$ cat config.mk
export PLATFORM = sky130hd
export DESIGN_NAME = uart_tx_arbiter
export DESIGN_NICKNAME = d
export VERILOG_FILES = /design/src/rtl/uart_tx_arbiter.sv
export SDC_FILE = /design/constraint.sdc
export NUM_CORES = 1
export LEC_CHECK = 0
export ABC_AREA = 1
export ABC_CLOCK_PERIOD_IN_PS = 1850
export CAP_MARGIN = 20
export CORE_ASPECT_RATIO = 1.75
export CORE_UTILIZATION = 55
export CTS_BUF_LIST = sky130_fd_sc_hd__clkbuf_4 sky130_fd_sc_hd__clkbuf_8
export CTS_CLUSTER_DIAMETER = 80
export CTS_CLUSTER_SIZE = 30
export DETAILED_ROUTE_END_ITERATION = 10
export GPL_TIMING_DRIVEN = 0
export HOLD_SLACK_MARGIN = 0.12
export PLACE_DENSITY = 0.82
export SLEW_MARGIN = 20
export SYNTH_ARGS = -nofsm -noshare
export SYNTH_HDL_FRONTEND = slang
export SYNTH_SLANG_ARGS = --single-unit
$ cat constraint.sdc
create_clock -name clk -period 1.85 [get_ports clk]
set_input_delay 0.2775 -clock clk [delete_from_list [all_inputs] [get_ports clk]]
set_output_delay 0.2775 -clock clk [all_outputs]
set_load 0.05 [all_outputs]
$ cat src/rtl/uart_tx_arbiter.sv
// Two-requester round-robin arbiter feeding an 8N1 UART transmitter.
// Latency: start bit on TX the cycle after acceptance; a frame lasts 10*BIT_PERIOD cycles.
// Backpressure: req0_ready/req1_ready stay low while a frame is in progress.
module uart_tx_arbiter #(
    parameter int BAUD_RATE     = 9600,
    parameter int CLOCK_FREQ_HZ = 12000000
) (
    input  logic       clk,
    input  logic       resetn,
    input  logic       req0_valid,
    input  logic [7:0] req0_data,
    output logic       req0_ready,
    input  logic       req1_valid,
    input  logic [7:0] req1_data,
    output logic       req1_ready,
    output logic       TX,
    output logic       busy,
    output logic [1:0] grant
);

    localparam int BIT_PERIOD = CLOCK_FREQ_HZ / BAUD_RATE;
    localparam int CNT_W      = (BIT_PERIOD > 1) ? $clog2(BIT_PERIOD) : 1;
    localparam logic [CNT_W-1:0] BP_LAST = CNT_W'(BIT_PERIOD - 1);

    typedef enum logic [1:0] {
        IDLE  = 2'd0,
        START = 2'd1,
        DATA  = 2'd2,
        STOP  = 2'd3
    } state_t;

    state_t           state;
    state_t           state_next;
    logic [CNT_W-1:0] cnt;
    logic [2:0]       bit_idx;
    logic [7:0]       shreg;
    logic             tx_q;
    logic [1:0]       grant_q;
    logic             last;
    logic             sel;
    logic             xfer;
    logic             bit_end;

    // sel: 1 picks requester 1; contention goes to whoever was not served last
    always_comb begin
        sel = 1'b0;
        if (req0_valid && req1_valid) begin
            sel = ~last;
        end else if (req1_valid) begin
            sel = 1'b1;
        end
    end

    assign req0_ready = resetn && (state == IDLE) && req0_valid && !sel;
    assign req1_ready = resetn && (state == IDLE) && req1_valid && sel;
    assign xfer       = req0_ready || req1_ready;
    assign bit_end    = (cnt == BP_LAST);

    always_ff @(posedge clk) begin
        if (!resetn) begin
            state <= IDLE;
        end else begin
            state <= state_next;
        end
    end

    always_comb begin
        state_next = state;
        case (state)
            IDLE:  if (xfer) state_next = START;
            START: if (bit_end) state_next = DATA;
            DATA:  if (bit_end && (bit_idx == 3'd7)) state_next = STOP;
            STOP:  if (bit_end) state_next = IDLE;
            default: state_next = IDLE;
        endcase
    end

    always_ff @(posedge clk) begin
        if (!resetn) begin
            tx_q    <= 1'b1;
            cnt     <= '0;
            bit_idx <= 3'd0;
            shreg   <= 8'h00;
            grant_q <= 2'b00;
            last    <= 1'b1;
        end else begin
            case (state)
                IDLE: begin
                    cnt     <= '0;
                    bit_idx <= 3'd0;
                    if (xfer) begin
                        shreg   <= sel ? req1_data : req0_data;
                        grant_q <= sel ? 2'b10 : 2'b01;
                        last    <= sel;
                        tx_q    <= 1'b0;
                    end
                end
                START: begin
                    if (bit_end) begin
                        cnt  <= '0;
                        tx_q <= shreg[0];
                    end else begin
                        cnt <= cnt + CNT_W'(1);
                    end
                end
                DATA: begin
                    if (bit_end) begin
                        cnt <= '0;
                        if (bit_idx == 3'd7) begin
                            tx_q <= 1'b1;
                        end else begin
                            bit_idx <= bit_idx + 3'd1;
                            shreg   <= shreg >> 1;
                            tx_q    <= shreg[1];
                        end
                    end else begin
                        cnt <= cnt + CNT_W'(1);
                    end
                end
                STOP: begin
                    // TX is already high from the stop bit, which is also the idle level
                    if (bit_end) begin
                        cnt     <= '0;
                        grant_q <= 2'b00;
                    end else begin
                        cnt <= cnt + CNT_W'(1);
                    end
                end
                default: begin
                    cnt  <= '0;
                    tx_q <= 1'b1;
                end
            endcase
        end
    end

    assign TX    = tx_q;
    assign busy  = (state != IDLE);
    assign grant = grant_q;

endmodule

# Word-level counts from Yosys, hierarchy flattened
# Cells that the tools add are included.
dict set report word_totals {
  regBits 28
  in_bits 20
  out_inout_bits 6
  word_cells 67
}
dict set report op_classes {
  add_sub_neg 2
  n_eq_ne 11
  mux 25
  bitwise_logic 1
  reduce_logical 21
}
# cell n
set op_table {}
lappend op_table {{2-to-1 mux 8 bit} 4}
lappend op_table {{one-hot mux 11 bit (2 select lines)} 1}
lappend op_table {{one-hot mux 8 bit (2 select lines)} 1}
lappend op_table {{2-to-1 mux 2 bit} 6}
lappend op_table {{!= test 2 bit, second input constant} 6}
lappend op_table {{AND reduction 4 bit} 3}
lappend op_table {{adder 11 x 1 -> 11 bit, second input constant} 1}
lappend op_table {{equality test 11 bit, second input constant} 1}
lappend op_table {{2-to-1 mux 11 bit} 1}
lappend op_table {{one-hot mux 2 bit (4 select lines)} 1}
lappend op_table {{logical AND 1 bit} 7}
lappend op_table {{2-to-1 mux 1 bit} 6}
lappend op_table {{2-to-1 mux 3 bit} 2}
lappend op_table {{one-hot mux 3 bit (2 select lines)} 1}
lappend op_table {{AND reduction 3 bit} 2}
lappend op_table {{nonzero test 2 bit} 3}
lappend op_table {{equality test 2 bit, second input constant} 2}
lappend op_table {{one-hot mux 2 bit (2 select lines)} 1}
lappend op_table {{adder 3 x 1 -> 3 bit, second input constant} 1}
lappend op_table {{equality test 3 bit, second input constant} 1}
lappend op_table {{one-hot mux 1 bit (3 select lines)} 1}
lappend op_table {{nonzero test 3 bit} 1}
lappend op_table {{OR reduction 3 bit} 1}
lappend op_table {{equality test 2 x 1 -> 1 bit, second input constant} 1}
lappend op_table {{5 further kinds} 5}

# Logic depth before layout (Yosys ltp)
dict set report depth {
  word_depth 7
  mapped_depth 11
  ltp_nobuf 11
}

# Worst setup path after synthesis
# Ideal clock, no wire load.
dict set report synth_timing {
  path_kind {reg2out}
  start {reg state[0]}
  end {out req1_ready}
  t_arrival_ns 1.398
  t_required_ns 1.572
  slack_ns 0.175
  path_stages_with_launch 5
  n_path_buf 0
  cell_sequence {dfxtp_1 > inv_1 > ha_1 > nand2_1 > nor2_1}
}
dict set report synth_between {
  elab_chain_cells 4
}
# item line
set synth_lines {}
lappend synth_lines {{start, declared} 32} ;# state_t state;
lappend synth_lines {{start signal, assigned} 63} ;# state <= state_next;
lappend synth_lines {{zero test 2 bit} 55} ;# assign req1_ready = resetn && (state == IDLE) && req1_valid && sel;
lappend synth_lines {{logical AND 1 bit (3 in a row)} 55}
lappend synth_lines {{end, declared} 15} ;# output logic req1_ready,
# No other way between the ends.

# Final worst setup path
dict set report layout_timing {
  start {in req0_valid}
  end {out req1_ready}
}
dict set report layout_between {
  elab_chain_cells 3
}
# item line
set layout_lines {}
lappend layout_lines {{start, declared} 10} ;# input logic req0_valid,
lappend layout_lines {{logical AND 1 bit} 47} ;# if (req0_valid && req1_valid) begin
lappend layout_lines {{2-to-1 mux 1 bit} 47}
lappend layout_lines {{logical AND 1 bit} 55}
# No other way between the ends.

==> results.md <==
- Die footprint: 3090 sq um
- Max incr delay on CP: roughly 480 ps
- First-pass GRT wire length: about 5500 um
- Slew headroom: roughly two thirds
- Initial DRC Count: 24
- Synth cell types: 32
- Worst path buffer plus inverter count: 3
- Crit Path Max Fanout: 10
- Achievable frequency: ~570 MHz
- I/O Pins: 26
- Peak VDD IR: 1330 uV
- Worst-Margin Slew: 497 ps
- Post-route setup TNS: 0 ps
- Largest net degree at the start of global routing: 17
- Routed WL: 3300 um
- DRT antenna net count: 0
- Layout cells sized above 1: a little over an eighth
- CP arrival: 1470 ps
- Tcrit/Tclk final: approximately 95%
- Status: completed
- CTS tree: built
- Remaining DRCs: 0
- Core area: 2720 sq um
- CP delay by family, top: buffers and inverters
- Die W: 42.4 um
- WS Path Type: in2out
- Worst hold path type: reg2reg
- Int Pwr: ~1.6 mW
- Sw Ratio: 44.3%
- Pins over their slew limit: 0
- Cell count after synthesis: 228
- Nets: about 290
- RD Place Congestion: between 0.8 and 0.9
- TritonCTS buffer count: 3
- Commonest cells after routing, fill and taps aside: 64 x nand2_1, 26 x dfxtp_1, 24 x inv_1, 24 x nor2_1, 22 x clkdlybuf4s50_1
- Logic pwr share: 54.2%
- Setup crit end kind: output port
- Pwr Density: around 1500 nW/um^2
- Diodes inserted: 0
- Via density: approximately 5.2
- Fin Clk Skew: roughly 11 ps
- Area Growth Syn to Fin: 25.7%
- Post-synthesis register bit count: 28
- Commonest non-fill, non-tap cell in the layout: nand2_1
- Final instance area: slightly below 2000 sq um
- Max cap viols: 0
- Effective utilization at floorplan: slightly below 60%
- Synth area leader: dfxtp_1
- Initial antenna violation count: 0
- Clock Tree Buf Depth: 2
- Later-pin clock latency in the skew report: 280 ps
- Syn Nets: around 260
- Clk root buf: clkbuf_8
- Port-buffer cells: 25
- Synth top area share: between 30% and 40%
- Critical path's slowest cell: clkdlybuf4s50_1
- CP startpoint kind: input pin
- Vias after detailed routing: about 1500
- Net Switching: approximately 1.3 mW
- Sequential share of the synthesized area: a little over a third
- Minimum clock period after layout: between 1500 and 2000 ps
- Vias in the first global route: 1390
- WP data required: 1570 ps
- GRT Util Overall: a little under a quarter
- FP Rows: 25
- Clk slew on worst S/H paths: around 100 ps
- Clock share of power: 16.9%
- Clock sink count: 28
- WL per Instance: approximately 12 um
- Final setup viols: 0
- Die Span Y: 72.8 um
- Pwr Total: approximately 2.9 mW
- Leak pwr: slightly below 0.9 nW
- Top cells by area, synth: dfxtp_1 36%, nand2_1 16%, ha_1 7.9%
- Remaining global-route overflow: 0
- Crit-path cells: clkdlybuf4s50_1 -> nand2_1 -> nand2_1 -> clkbuf_4 -> nor2_2 -> buf_6
- TritonRoute pass-1 iters: 4
- Crit-path most repeated cell: nand2_1
- Final Hold Vio Count: 0
- Mapped Area: between 1500 and 2000 sq um
- Dpl cell area: approximately 1900 sq um
- RSZ-0062 raised after global routing: no
- Mean post-synth cell area: 6.90 sq um
- CTS H-Tree Depth: 1
- Reg power frac: 28.9%
- Yosys warnings: 0
- DP HPWL: between 2000 and 3000 um
==> power groups by stage <==
stage | Clock, mW | Combinational (mW) | Sequential (mW)
3_5_place_dp | 0 | 1.43 | 0.839
2_1_floorplan | 0 | 1.02 | 0.897
4_1_cts | 0.490 | 1.44 | 0.826
3_3_place_gp | 0 | 1.41 | 0.835
6_report | 0.488 | 1.57 | 0.836
5_1_grt | 0.514 | 1.74 | 0.850
==> through the flow <==
stage | util (%) | hold WS (ps) | setup WS, ps | std cells
3_3_place_gp | 68.3 | 449 | -500 | 280
2_1_floorplan | - | 416 | 175 | 228
5_1_grt | 72.7 | 499 | 9.23 | 285
6_report | 72.7 | 470 | 100 | 285
4_1_cts | 70.7 | 475 | 26.5 | 284
3_5_place_dp | 68.3 | 459 | -499 | 280
==> cell families (layout without fill, tap and decap cells) <==
group	Yosys count	in the layout	synth area share (%)
and+or+nand+nor	120	121	33.5
AOI/OAI and AO/OA	35	35	13.1
buffers and inverters	34	63	9.30
DFF	28	28	35.6
adders and majority gates	10	10	7.95
xor gates and xnor gates	1	1	0.557
==> synth_stat cells <==
cell type,number
a21oi_1,14
a21oi_2,3
a31oi_1,1
buf_2,3
buf_6,1
clkbuf_1,1
clkinv_4,1
dfxtp_1,28
ha_1,10
inv_1,26
inv_2,1
inv_4,1
nand2_1,65
nand2_2,2
nand3_1,12
nand3_2,1
nand3_4,1
nand3b_1,1
nand4_1,3
nor2_1,25
nor2_2,1
nor3_1,4
nor3b_1,2
nor4_1,1
o211ai_2,1
o21a_1,2
o21ai_0,12
o21ai_2,1
o21bai_1,1
or2_2,1
or2_4,1
xnor2_1,1
==> layout make-up <==
| type | count | area (sq um) |
|---|---|---|
| clock buffers | 3 | 41.3 |
| clock inverters | 1 | 30.0 |
| multi-input cells | 167 | 908 |
| plain buffers | 5 | 32.5 |
| inverters | 29 | 116 |
| well taps | 27 | 33.8 |
| fillers | 224 | 743 |
| repair buffers | 25 | 253 |
| flip-flops and latches | 28 | 563 |
==> routing by layer <==
layer	GRT usage, %	wire length, um
met2	49.4	1930
met5	0	0
met3	2.23	68
met1	20.4	1250
met4	7.29	65
==> registers in the layout, summed over array words and instances (netlist names) <==
register,count
last,1
TX,1
cnt,11
bit_idx,3
grant,2
shreg,8
state,2
==> worst paths after layout <==
kind,start,endpoint,slack (ps),cells past startpoint
worst max-delay path,req0_valid,req1_ready,100,6
worst min-delay path,grant[0]$_SDFFE_PN0P_,grant[0]$_SDFFE_PN0P_,470,2
worst max register to register,state[0]$_SDFFE_PN0P_,shreg[4]$_SDFFE_PN0P_,140,10
worst min register to register,grant[0]$_SDFFE_PN0P_,grant[0]$_SDFFE_PN0P_,470,2
==> worst reg2reg max path: cells and delay by family (launching register included) <==
kind,cells,cell delay (ps)
adder cells (fa/ha/maj),1,180
flip-flops,1,360
buffers and inverters,3,310
AND/OR/NAND/NOR,4,560
AO/OA/AOI/OAI,2,240
==> repair_timing <==
action / in CTS / in global routing
setup endpoints to repair: 3 / 12
endpoints found under the hold margin: 0 / 0
pin swaps: 0 / 1
buffers inserted: 0 / 0
hold buffers: 0 / 0
cloned: 0 / 1
resized for setup: 16 / 14
No activity file was read; power rests on OpenSTA's default activity.
